File: src/rtl/seq_chunk_adder.sv
// Multi-cycle adder/subtractor: adds CHUNK bits per clock, LSB chunk first,
// through a single CHUNK-bit ripple adder.
//
// Handshake: start is a single-sided request. It is taken on a rising edge
// only while the FSM is in IDLE or DONE. There is no ready output: busy=1
// means a request would be dropped. done is a one-cycle strobe, and s/cout/ovf
// are valid while it is high. They then hold until the next accepted start.
module seq_chunk_adder #(
    parameter int WIDTH = 32,
    parameter int CHUNK = 8
) (
    input  logic             clk,
    input  logic             rst,
    input  logic             start,
    input  logic [WIDTH-1:0] a,
    input  logic [WIDTH-1:0] b,
    input  logic             cin,
    input  logic             sub,
    output logic [WIDTH-1:0] s,
    output logic             cout,
    output logic             ovf,
    output logic             busy,
    output logic             done,
    output logic [1:0]       o_dbg_state
);

    localparam int N    = WIDTH / CHUNK;
    localparam int IDXW = (N > 1) ? $clog2(N) : 1;

    typedef enum logic [1:0] {
        IDLE = 2'd0,
        RUN  = 2'd1,
        DONE = 2'd2
    } state_t;

    state_t           r_state;
    state_t           w_next;
    logic [WIDTH-1:0] r_a;
    logic [WIDTH-1:0] r_b;
    logic [WIDTH-1:0] r_s;
    logic             r_carry;
    logic             r_cout;
    logic             r_ovf;
    logic [IDXW-1:0]  r_idx;

    logic [CHUNK-1:0] w_a_chunk;
    logic [CHUNK-1:0] w_b_chunk;
    logic [CHUNK:0]   w_sum;
    logic             w_last;
    logic             w_accept;
    logic             w_ovf;

    assign w_a_chunk = r_a[int'(r_idx) * CHUNK +: CHUNK];
    assign w_b_chunk = r_b[int'(r_idx) * CHUNK +: CHUNK];
    assign w_sum     = {1'b0, w_a_chunk} + {1'b0, w_b_chunk} + {{CHUNK{1'b0}}, r_carry};
    assign w_last    = (r_idx == IDXW'(N - 1));
    // The carry into the MSB is recovered as a ^ b ^ sum at that bit.
    assign w_ovf     = w_sum[CHUNK] ^ (w_a_chunk[CHUNK-1] ^ w_b_chunk[CHUNK-1] ^ w_sum[CHUNK-1]);
    assign w_accept  = start && (r_state != RUN);

    always_ff @(posedge clk or posedge rst) begin
        if (rst) begin
            r_state <= IDLE;
        end else begin
            r_state <= w_next;
        end
    end

    always_comb begin
        w_next = r_state;
        case (r_state)
            IDLE:    if (start) w_next = RUN;
            RUN:     if (w_last) w_next = DONE;
            DONE:    w_next = start ? RUN : IDLE;
            default: w_next = IDLE;
        endcase
    end

    always_ff @(posedge clk or posedge rst) begin
        if (rst) begin
            r_a     <= '0;
            r_b     <= '0;
            r_s     <= '0;
            r_carry <= 1'b0;
            r_cout  <= 1'b0;
            r_ovf   <= 1'b0;
            r_idx   <= '0;
        end else if (w_accept) begin
            // Subtraction is performed as a + ~b + 1, so cin is not used when sub=1.
            r_a     <= a;
            r_b     <= sub ? ~b : b;
            r_carry <= sub ? 1'b1 : cin;
            r_idx   <= '0;
        end else if (r_state == RUN) begin
            r_s[int'(r_idx) * CHUNK +: CHUNK] <= w_sum[CHUNK-1:0];
            r_carry <= w_sum[CHUNK];
            r_idx   <= r_idx + 1'b1;
            if (w_last) begin
                r_cout <= w_sum[CHUNK];
                r_ovf  <= w_ovf;
            end
        end
    end

    assign s           = r_s;
    assign cout        = r_cout;
    assign ovf         = r_ovf;
    assign busy        = (r_state == RUN);
    assign done        = (r_state == DONE);
    assign o_dbg_state = r_state;

endmodule
File: config.mk
export PLATFORM = sky130hd
export DESIGN_NAME = seq_chunk_adder
export DESIGN_NICKNAME = d
export VERILOG_FILES = /design/src/rtl/seq_chunk_adder.sv
export SDC_FILE = /design/constraint.sdc
export NUM_CORES = 1
export LEC_CHECK = 0
export CELL_PAD_IN_SITES_DETAIL_PLACEMENT = 0
export CELL_PAD_IN_SITES_GLOBAL_PLACEMENT = 2
export CORE_ASPECT_RATIO = 0.6
export CORE_MARGIN = 2
export CORE_UTILIZATION = 25
export DETAILED_ROUTE_END_ITERATION = 10
export MAX_ROUTING_LAYER = met4
export PLACE_DENSITY_LB_ADDON = 0.1
export SLEW_MARGIN = 20
export SYNTH_ARGS = -nofsm -noshare
export SYNTH_HDL_FRONTEND = slang
export SYNTH_SLANG_ARGS = --single-unit
File: constraint.sdc
create_clock -name clk -period 4 [get_ports clk]
set_input_delay 0.4 -clock clk [delete_from_list [all_inputs] [get_ports clk]]
set_output_delay 0.4 -clock clk [all_outputs]
set_load 0.02 [all_outputs]
## After elaboration in Yosys (flattened, before gate mapping)

Index checks and enable logic that the tools add are counted.

- Output and inout port bits: 38
- Input bits: 69
- Flip-flop bits (word level): 103

- $add $sub $neg: 4
- Equality and inequality tests: 6
- Multiplexer cells: 11
- Bitwise gates (word level): 5
- Reductions and logical operators: 6
- Shift operators: 4

Operator list:

| kind | number |
|---|---|
| variable part select 32 x 6 -> 8 bit | 2 |
| negation 5 -> 33 bit | 1 |
| variable shift 8 x 33 -> 32 bit (first input constant) | 1 |
| variable part select 8 x 33 -> 32 bit | 1 |
| bitwise mux 32 bit | 1 |
| 2-to-1 mux 32 bit | 1 |
| inverter 32 bit | 1 |
| adder 8 x 8 -> 9 bit | 1 |
| adder 9 x 1 -> 9 bit | 1 |
| 2-to-1 mux 2 bit | 4 |
| case mux 2 bit (3 select lines) | 1 |
| == test 2 bit (second input constant) | 2 |
| 2-to-1 mux 1 bit | 4 |
| != test 2 x 1 -> 1 bit (second input constant) | 2 |
| AND reduction 2 bit | 2 |
| AND reduction 3 bit | 1 |
| XOR 1 bit | 3 |
| adder 2 x 1 -> 2 bit (second input constant) | 1 |
| == test 2 x 1 -> 1 bit (second input constant) | 1 |
| logical NOT 2 bit | 1 |
| != test 2 bit (second input constant) | 1 |
| nonzero test 2 bit | 1 |
| logical AND 1 bit | 1 |
| inverter 1 bit | 1 |

## Longest topological paths before layout

Gate-level depths: netlist of run 1.

- Depth in word-level cells: 5
- Gate-level depth with buffers: 9

## Worst setup path before layout of run 1

OpenSTA, ideal clock, no wires.

- Path type: register to register
- Start: register r_idx[0]
- End: register r_ovf (netlist: ovf)
- Setup slack: 847 ps
- Library setup time: 124 ps
- Required time: 3876 ps
- Arrival time: 3029 ps
- Cell stages (with the launch flop): 10
- Path buffers: 1
- Path through: dfrtp_1 -> buf_2 -> mux4_2 -> fa_1 -> fa_1 -> a211oi_1 -> o211ai_1 -> a21oi_1 -> xnor2_1 -> o21ai_1

- Longest elaborated chain between the ends: 5
- Elaborated cells on any way between the ends: 9
- Classes of those cells: add/sub: 2; eq/ne: 1; shift: 2; bitwise: 3; reduce/logical: 1

RTL lines:

| item | line | source |
|---|---|---|
| start, declared | 44 | `logic [IDXW-1:0] r_idx;` |
| start signal, assigned | 97 | `r_idx <= r_idx + 1'b1;` |
| variable part select 32 x 6 -> 8 bit, on equally long branches | 53, 54 |  |
| adder 8 x 8 -> 9 bit | 55 | `assign w_sum = {1'b0, w_a_chunk} + {1'b0, w_b_chunk} + {{CHUNK{1'b0}}, r_carry};` |
| adder 9 x 1 -> 9 bit | 55 |  |
| XOR 1 bit (2 in a row) | 58 | `assign w_ovf = w_sum[CHUNK] ^ (w_a_chunk[CHUNK-1] ^ w_b_chunk[CHUNK-1] ^ w_sum[CHUNK-1]);` |
| end signal, assigned | 100 | `r_ovf <= w_ovf;` |
| end, declared | 43 | `logic r_ovf;` |

Several ways; a longest one is shown, not always the timed one.
A chain may end at the register's enable or synchronous reset.

## Worst setup path in the final report of run 1

Ends and elaborated chain as after synthesis.

==> results of run 1 <==
## metrics by stage
step	utilization, %	cells	hold WS, ns
2_1_floorplan	-	370	0.445
3_3_place_gp	32.5	708	0.457
3_5_place_dp	32.5	708	0.471
4_1_cts	34.2	723	0.485
5_1_grt	34.2	723	0.512
6_report	34.2	723	0.479
## cell type report
cell class              count  area [µm²]
flip-flops and latches    103        2580
inverters                   7        30.0
clock buffers              10         239
repair buffers            111        1090
fillers                  1881       12500
clock inverters             5        81.3
multi-input cells         241        2170
well taps                 246         308
## worst max-delay path by stage
stage | endpoint | cells after the start | start
finish | ovf$_DFFE_PP0P_ | 8 | r_idx[0]$_DFFE_PP0P_
global route | ovf$_DFFE_PP0P_ | 8 | r_idx[0]$_DFFE_PP0P_
CTS | ovf$_DFFE_PP0P_ | 8 | r_idx[0]$_DFFE_PP0P_
detailed placement | ovf$_DFFE_PP0P_ | 8 | r_idx[0]$_DFFE_PP0P_
global placement | ovf$_DFFE_PP0P_ | 8 | r_idx[0]$_DFFE_PP0P_
floorplan | ovf$_DFFE_PP0P_ | 9 | r_idx[0]$_DFFE_PP0P_
## flip-flops by register name (all words and copies together) (netlist names)
signal / count
r_idx: 2
cout: 1
r_b: 32
s: 32
r_carry: 1
ovf: 1
o_dbg_state: 2
r_a: 32
## logic make-up (layout without fill, tap and decap cells)
group	count (synthesis)	after routing	synth area share, %
multiplexers	48	48	14.8
flip-flops	103	103	53.1
adder cells (fa/ha/maj)	15	15	4.17
AND/OR/NAND/NOR	52	52	5.97
AO/OA/AOI/OAI	87	87	12.5
XOR/XNOR	39	39	7.03
buffers and inverters	26	133	2.40
## routing by layer
| layer | GRT usage, % | wire [µm] | vias to the layer above |
|---|---|---|---|
| met2 | 18.9 | 5300 | 92 |
| met5 | - | 0 | - |
| met3 | 3.79 | 731 | 8 |
| met1 | 21.5 | 7290 | 1580 |
| li1 | - | - | 1540 |
| met4 | 2.93 | 95 | 0 |
## where the power goes
part,internal [W],total [W],switching (W)
sequential,0.00151,0.00186,0.000340
combinational,0.00144,0.00322,0.00178
clock,0.000564,0.000961,0.000397
## Yosys cell counts (all sizes together), types with 2 or more instances
master	instances	area share (%)
xor2	3	0.54
nand2	42	3.4
buf	14	1.4
inv	6	0.46
mux2	32	7.4
nor4b	3	1.5
mux4	16	7.4
dfrtp	103	53
a21oi	5	0.51
o21ai	38	3.9
a22o	32	5.8
ha	13	3.3
fa	2	0.82
a211oi	2	0.41
clkbuf	5	0.39
o211ai	4	0.62
xnor2	36	6.5
a21o	2	0.31
## critical path, cell delays in order, from the launching register on
cell	delay (ns)
dfrtp_2	0.64
mux4_2	0.61
fa_1	0.48
fa_1	0.51
a211oi_1	0.32
o211ai_1	0.13
a21oi_1	0.29
xnor2_1	0.16
o21ai_1	0.07
==> reports/metrics.yaml, run 1 <==
outcome:
  outcome: "finished, final reports clean"
cts:
  htree_levels: 3
  post_cts_resized: 0
  clock-sinks: 103
  cts_hold_buf: 0
  post_cts_buffers: 0
  clk_pin_slew_ns: 0.07
  cts_buffers: 9
  root_buffer: "clkbuf_16"
  clk_path_buf_depth: 2
  insertion_delay_ns: 0.35
  cts_tree: "done"
setup_path:
  cp-start-kind: "register"
  crit-reg2reg-launch: "r_idx[0]$_DFFE_PP0P_"
  worstPathMaxFanout: 13
  cp.required_ns: 4.23
  crit_type: "reg2reg"
  rr_worst_depth: 8
  timing.rr.end: "ovf$_DFFE_PP0P_"
  endpoint_kind: "register"
  timing.reg2reg.setup_slack_ns: 0.67
  crit_arrival_ns: 3.57
global_route:
  grt_pass1_vias: 3493
  antenna_found_initial: 1
  gr-usage-all-layers_pct: 14.3
  grt_pass1_wl_um: 21300
  grt_start_max_net_pins: 97
  grt_remaining_overflow: 0
place:
  place_congestion: 0.726
  dpl_cell_area_um2: 6180
  io_buffer_count: 106
  hpwl_um: 10100
  dp_slack_ns: 0.634
route:
  viasPerCell: 4.45
  firstDrtPassIters: 4
  drc_errors: 0
  first_iter_violations: 215
  dr_total_vias: 3220
  avgRoutedWirePerCell_um: 18.6
  routed_wl_um: 13400
  ant_nets: 0
floorplan:
  die_w_um: 184
  die_h_um: 112
  fp.coreArea_um2: 19000
  ios: 107
  fp.dieArea_um2: 20600
  num_rows: 39
  start_util_pct: 25.5
power_and_ir_drop:
  ir_worst_vdd_mv: 0.416
  p_leak_nw: 2.69
  powerDensity_nw_per_um2: 928
  p_total_w: 0.00603
min_path:
  worstHoldStart: "r_b[21]$_DFFE_PP0P_"
  hold_class: "reg2reg"
  holdPathStages: 2
  hold_path_end: "r_b[21]$_DFFE_PP0P_"
cells_and_area:
  antenna_cells: 0
  nNetsFinal: 557
  mostFrequentLayoutCells: "105 x clkdlybuf4s50_1, 102 x dfrtp_1, 38 x nand2_1, 37 x o21ai_0, 36 x xnor2_1"
  fin_area_um2: 6500
  layout_commonest_cell: "clkdlybuf4s50_1"
  area_growth_syn_to_layout_pct: 33.8
  drive_gt1_share_pct: 17.2
synth:
  syn_area_per_cell_um2: 13.1
  seq_area_frac_synth_pct: 53.1
  synthesis.nets: 454
  synth_edf_count: 0
  synth-seq-cells: 103
  synth-async-reset-ratio_pct: 100
  ys_warn_count: 0
  ys_types: 33
  syn_inst: 370
  synth_ff_type: "dfrtp_1"
  synthesis.area_um2: 4860
timing:
  worstMarginPinSlew_ns: 1.03
  tns_ns: 0
  slew_headroom_pct: 31.3
  hold_viol: 0
  period_share_pct: 83.3
  period_minus_slack_ns: 3.33
  drv_slew: 0
  rsz0062_at_grt: "no"
  fmax_mhz: 300
  setup_viol: 0
  fin_ws_ns: 0.666
  clock_skew_ns: 0.00966
run:
  maxCapViolations: 0
No activity file was read; power rests on OpenSTA's default activity.
==> run 2, diff against run 1 <==
- clock period: 4 -> 3.2 ns (I/O delays scaled with it)
==> run 2 against run 1 <==
  * Routed wire length shrank 0.33%
  * Global-route usage is 0.15 points lower
  * Non-clock buffer count up 2
  * Cell count grew 0.41%
  * Critical path depth did not move
  * Fmax up 9.2%
  * Clock skew increased by 0.0010 ns
  * Clock-buffer cell count is 1 higher
==> reports/metrics.yaml, run 2 (same netlist as run 1, synthesis figures left out) <==
run:
  maxCapViolations: 0  # unchanged
global_route:
  grt_remaining_overflow: 0  # unchanged
  gr-usage-all-layers_pct: 14.1  # was 14.3%
  grt_pass1_wl_um: 21200  # was 21300 µm
  grt_pass1_vias: 3449  # was 3493
  antenna_found_initial: 1  # unchanged
  grt_start_max_net_pins: 70  # was 97
cells_and_area:
  area_growth_syn_to_layout_pct: 34.8  # was 33.8%
  fin_cells: 726  # was 723
  multiInputGateArea_um2: 2180  # was 2170 µm²
  fin_area_um2: 6550  # was 6500 µm²
  drive_gt1_share_pct: 18.1  # was 17.2%
  nNetsFinal: 559  # was 557
  fillers: 1872  # was 1881
  mostFrequentLayoutCells: "105 x clkdlybuf4s50_1, 102 x dfrtp_1, 38 x nand2_1, 37 x o21ai_0, 36 x xnor2_1"  # unchanged
  layout_commonest_cell: "clkdlybuf4s50_1"  # unchanged
  antenna_cells: 0  # unchanged
  sequential_cell_area_um2: 2580  # unchanged
cts:
  cts_buffers: 9  # unchanged
  cts_tree: "done"  # unchanged
  root_buffer: "clkbuf_16"  # unchanged
  insertion_delay_ns: 0.35  # about the same
  clk_pin_slew_ns: 0.07  # about the same
  clk_path_buf_depth: 2  # unchanged
  cts_hold_buf: 0  # unchanged
  htree_levels: 3  # unchanged
  clock-sinks: 103  # unchanged
setup_path:
  crit_family: "adder cells"  # unchanged
  crit_arrival_ns: 3.28  # was 3.57 ns
  slowest_stage: "mux4_2"  # was dfrtp_2
  crit-reg2reg-launch: "r_idx[0]$_DFFE_PP0P_"  # unchanged
  cp-start-kind: "register"  # unchanged
  cp.required_ns: 3.43  # was 4.23 ns
  crit_buf_inv: 1  # was 0
  crit_type: "reg2reg"  # unchanged
  timing.rr.end: "s[14]$_DFFE_PP0P_"  # was ovf$_DFFE_PP0P_
  slowest_delay_ns: 0.57  # was 0.64 ns
  worstPathMaxFanout: 4  # was 13
  crit_top_cell: "fa_1"  # unchanged
  endpoint_kind: "register"  # unchanged
  crit_path_cell_trace: "mux4_2 > fa_1 > fa_1 > a211oi_2 > o21ai_0 > xor2_1 > buf_4 > a22o_1"  # was mux4_2 > fa_1 > fa_1 > a211oi_1 > o211ai_1 > a21oi_1 > xnor2_1 > o21ai_1
  timing.reg2reg.setup_slack_ns: 0.15  # was 0.67 ns
  rr_worst_depth: 8  # unchanged
place:
  io_buffer_count: 106  # unchanged
  placedCellCount: 709  # was 708
  hpwl_um: 10100  # about the same
  place_congestion: 0.721  # was 0.726
  dpl_cell_area_um2: 6210  # was 6180 µm²
timing:
  period_minus_slack_ns: 3.05  # was 3.33 ns
  worstMarginPinSlew_ns: 1.03  # about the same
  fmax_mhz: 327  # was 300 MHz
  hold_viol: 0  # unchanged
  rsz0062_at_grt: "no"  # unchanged
  fin_hold_ws_ns: 0.436  # was 0.479 ns
  drv_slew: 0  # unchanged
  clock_skew_ns: 0.0107  # was 0.00966 ns
  slew_headroom_pct: 31.5  # was 31.3%
  period_share_pct: 95.4  # was 83.3%
  tns_ns: 0  # unchanged
  setup_viol: 0  # unchanged
floorplan:
  fp.dieArea_um2: 20600  # unchanged
  ios: 107  # unchanged
  num_rows: 39  # unchanged
  fp.coreArea_um2: 19000  # unchanged
  die_w_um: 184  # unchanged
  die_h_um: 112  # unchanged
  start_util_pct: 25.5  # unchanged
route:
  firstDrtPassIters: 6  # was 4
  first_iter_violations: 233  # was 215
  drc_errors: 0  # unchanged
  ant_nets: 0  # unchanged
  viasPerCell: 4.49  # was 4.45
  dr_total_vias: 3258  # was 3220
  avgRoutedWirePerCell_um: 18.4  # was 18.6 µm
  routed_wl_um: 13400  # about the same
outcome:
  outcome: "finished, final reports clean"  # unchanged
power_and_ir_drop:
  powerDensity_nw_per_um2: 1160  # was 928 nW/µm²
  p_leak_nw: 2.71  # was 2.69 nW
  ir_worst_vdd_mv: 0.587  # was 0.416 mV
  p_total_w: 0.00761  # was 0.00603 W
min_path:
  hold_class: "in2async"  # was reg2reg
-- run 2: where the power goes --
part           switching [W]  internal, W
clock network       0.000497     0.000657
logic                0.00231      0.00189
registers           0.000372      0.00189
total                0.00318      0.00444
-- run 2: timing repair --
| action | CTS | global route |
|---|---|---|
| setup buffers | 0 | 1 |
| gates resized for setup | 0 | 2 |
| setup endpoints to repair | 0 | 4 |
-- run 2: how the worst max path moves through the flow --
stage,from,end,slack [ns],cells past startpoint
after detailed placement,r_idx[0]$_DFFE_PP0P_,ovf$_DFFE_PP0P_,0.1,8
after CTS,r_idx[0]$_DFFE_PP0P_,ovf$_DFFE_PP0P_,0.08,8
after floorplan,r_idx[0]$_DFFE_PP0P_,ovf$_DFFE_PP0P_,0.05,9
after global placement,r_idx[0]$_DFFE_PP0P_,ovf$_DFFE_PP0P_,0.12,8
final,r_idx[0]$_DFFE_PP0P_,s[14]$_DFFE_PP0P_,0.15,8
after global routing,r_idx[0]$_DFFE_PP0P_,s[6]$_DFFE_PP0P_,0.05,8
-- run 2: layout make-up --
cell class / count / share of cell area [%]
clock buffers: 11 / 3.86
clock inverters: 5 / 0.994
inverters: 7 / 0.459
multi-input cells: 241 / 33.3
flip-flops and latches: 103 / 39.4
well taps: 246 / 4.70
repair buffers: 113 / 17.3
-- run 2: per-layer routing --
layer  wire length, µm  GRT usage, %
met5                 0             -
met2              5320          18.3
met3               701          2.75
met4               108          3.20
met1              7240          22.1
-- run 2: worst reg2reg max path, delay by kind of cell, from the launching register on --
kind / cells / cell delay [ns]
buf+inv: 1 / 0.15
flops: 1 / 0.43
compound gates: 3 / 0.62
mux: 1 / 0.57
fa+ha+maj: 2 / 1.00
xor+xnor: 1 / 0.16
-- run 2: per-stage QoR --
stage / utilization, % / setup slack [ns]
5_1_grt: 34.4 / 0.0459
4_1_cts: 34.3 / 0.0817
3_3_place_gp: 32.7 / 0.121
3_5_place_dp: 32.7 / 0.0987
2_1_floorplan: - / 0.0473
6_report: 34.4 / 0.146
==> run 3, diff against run 2 <==
- CELL_PAD_IN_SITES_DETAIL_PLACEMENT: 0 -> default
- CELL_PAD_IN_SITES_GLOBAL_PLACEMENT: 2 -> default
- PLACE_DENSITY_LB_ADDON: 0.1 -> default
==> run 3 against run 2 <==
  * Global-route usage down 0.99 points
  * Via count down 0.61%
  * Combinational power is 3% lower
  * Die area did not move
  * Sequential power about the same
  * Sequential share of layout area is 0.14 points higher
  * Power decreased by 2.1%
  * Critical path depth unchanged
  * Clock power hardly changed
  * First-iteration DRC count shrank 3.9%
  * Setup slack improved by 0.035 ns
  * Highest routed layer unchanged
==> reports/metrics.yaml, run 3 (same netlist as run 1, synthesis figures left out) <==
outcome:
  outcome: "finished, final reports clean"  # unchanged
cells_and_area:
  fin_cells: 725  # was 726
  layout_commonest_cell: "clkdlybuf4s50_1"  # unchanged
  drive_gt1_share_pct: 17.0  # was 18.1%
  fin_util_pct: 34.3  # was 34.4%
  area_growth_syn_to_layout_pct: 34.3  # was 34.8%
  mostFrequentLayoutCells: "105 x clkdlybuf4s50_1, 103 x dfrtp_1, 38 x nand2_1, 37 x o21ai_0, 36 x xnor2_1"  # was 105 x clkdlybuf4s50_1, 102 x dfrtp_1, 38 x nand2_1, 37 x o21ai_0, 36 x xnor2_1
  nNetsFinal: 558  # was 559
setup_path:
  cp.required_ns: 3.43  # about the same
  crit_arrival_ns: 3.25  # was 3.28 ns
  slowest_stage: "mux4_2"  # unchanged
  crit_buf_inv: 0  # was 1
  crit_type: "reg2reg"  # unchanged
  cp-start-kind: "register"  # unchanged
  endpoint_kind: "register"  # unchanged
  crit_family: "adder cells"  # unchanged
  worstPathMaxFanout: 5  # was 4
  crit_path_cell_trace: "mux4_2 > fa_1 > fa_1 > a211oi_2 > o211ai_1 > a21oi_1 > xnor2_1 > o21ai_1"  # was mux4_2 > fa_1 > fa_1 > a211oi_2 > o21ai_0 > xor2_1 > buf_4 > a22o_1
  slowest_delay_ns: 0.55  # was 0.57 ns
  crit_top_cell: "fa_1"  # unchanged
power_and_ir_drop:
  pwr-share-comb_pct: 54.4  # was 55.1%
  p_leak_nw: 2.70  # was 2.71 nW
  ir_worst_vdd_mv: 0.605  # was 0.587 mV
  powerDensity_nw_per_um2: 1140  # was 1160 nW/µm²
  power.switching_w: 0.00305  # was 0.00318 W
  seq_power_share_pct: 30.0  # was 29.7%
  p_sw_share_pct: 40.9  # was 41.7%
  p_total_w: 0.00746  # was 0.00761 W
  power.internal_w: 0.00441  # was 0.00444 W
  clkPwrFrac_pct: 15.6  # was 15.2%
cts:
  cts_buffers: 9  # unchanged
  htree_levels: 3  # unchanged
  post_cts_buffers: 0  # unchanged
  root_buffer: "clkbuf_16"  # unchanged
  clk_path_buf_depth: 2  # unchanged
  cts_tree: "done"  # unchanged
  clock-sinks: 103  # unchanged
  insertion_delay_ns: 0.35  # about the same
  clk_pin_slew_ns: 0.07  # about the same
global_route:
  grt_pass1_vias: 3393  # was 3449
  grt_pass1_wl_um: 19500  # was 21200 µm
  grt_remaining_overflow: 0  # unchanged
  antenna_found_initial: 1  # unchanged
  grt_start_max_net_pins: 97  # was 70
  gr-usage-all-layers_pct: 13.1  # was 14.1%
timing:
  clock_skew_ns: 0.00590  # was 0.0107 ns
  fin_hold_ws_ns: 0.422  # was 0.436 ns
  fmax_mhz: 331  # was 327 MHz
  drv_slew: 0  # unchanged
  hold_viol: 0  # unchanged
  slew_headroom_pct: 33.4  # was 31.5%
  worstMarginPinSlew_ns: 0.999  # was 1.03 ns
  setup_viol: 0  # unchanged
  period_share_pct: 94.3  # was 95.4%
  period_minus_slack_ns: 3.02  # was 3.05 ns
route:
  viasPerCell: 4.47  # was 4.49
  drc_errors: 0  # unchanged
  routed_wl_um: 12700  # was 13400 µm
  ant_nets: 0  # unchanged
  firstDrtPassIters: 6  # unchanged
  dr_total_vias: 3238  # was 3258
  avgRoutedWirePerCell_um: 17.5  # was 18.4 µm
  first_iter_violations: 224  # was 233
place:
  place_congestion: 0.783  # was 0.721
  io_buffer_count: 106  # unchanged
  hpwl_um: 9610  # was 10100 µm
  placedCellCount: 709  # unchanged
floorplan:
  die_w_um: 184  # unchanged
  start_util_pct: 25.5  # unchanged
  fp.dieArea_um2: 20600  # unchanged
  ios: 107  # unchanged
  die_h_um: 112  # unchanged
  fp.coreArea_um2: 19000  # unchanged
  num_rows: 39  # unchanged
run:
  maxCapViolations: 0  # unchanged
min_path:
  hold_class: "in2async"  # unchanged
run 3: changes by cell type in the layout (fill, tap and decap cells not counted), sizes merged:
cell,delta
diode,+2
bufinv,+1
inv,-1
buf,-1
clkinv,-2
run 3: what timing repair did:
action / CTS / global route
endpoints found under the setup margin: 0 / 5
resized for setup: 0 / 1
hold buffers: 0 / 0
run 3: path summary, 6_finish.rpt:
check	startpoint	end	slack, ns	depth (start not counted)
max	r_idx[0]$_DFFE_PP0P_	ovf$_DFFE_PP0P_	0.18	8
min	rst	r_a[15]$_DFFE_PP0P_	0.42	2
max reg2reg	r_idx[0]$_DFFE_PP0P_	ovf$_DFFE_PP0P_	0.18	8
min reg2reg	r_b[10]$_DFFE_PP0P_	r_b[10]$_DFFE_PP0P_	0.48	2
max in group asynchronous	rst	r_b[30]$_DFFE_PP0P_	2.05	3
min in group clk	r_b[10]$_DFFE_PP0P_	r_b[10]$_DFFE_PP0P_	0.48	2
run 3: power by group through the flow:
stage / combinational [W] / clock (W) / sequential [W]
after floorplan: 0.00263 / 0 / 0.00234
after global placement: 0.00400 / 0 / 0.00223
after detailed placement: 0.00405 / 0 / 0.00225
after CTS: 0.00407 / 0.00119 / 0.00223
after global routing: 0.00444 / 0.00124 / 0.00230
final: 0.00405 / 0.00117 / 0.00224
run 3: worst register-to-register path, delay by kind of cell (launching register included):
family,cells,cell delay (ns)
DFF,1,0.46
AOI/OAI and AO/OA,4,0.74
xor gates and xnor gates,1,0.15
muxes,1,0.55
adders and majority gates,2,1.00
run 3: area by class of cell:
class | count | area (µm²)
fillers | 1870 | 12500
clock inverters | 3 | 68.8
multi-input cells | 241 | 2180
inverters | 7 | 30.0
flip-flops and latches | 103 | 2580
repair buffers | 112 | 1110
clock buffers | 11 | 243
well taps | 246 | 308
diodes | 2 | 5.00
run 3: per-layer routing:
layer	up-vias	global-route usage [%]	part of all wire, %
li1	1547	-	-
met1	1586	19.9	55
met2	93	16.6	38
met3	12	3.83	5.9
met4	0	3.52	1.1
met5	-	-	0
run 3: metrics by stage:
stage               setup TNS [ns]  area, µm²  setup slack [ns]
floorplan                        0       4860            0.0473
global placement                 0       6200             0.167
detailed placement               0       6200             0.147
CTS                              0       6510             0.111
global route               -0.0207       6520           -0.0207
finish                           0       6520             0.182
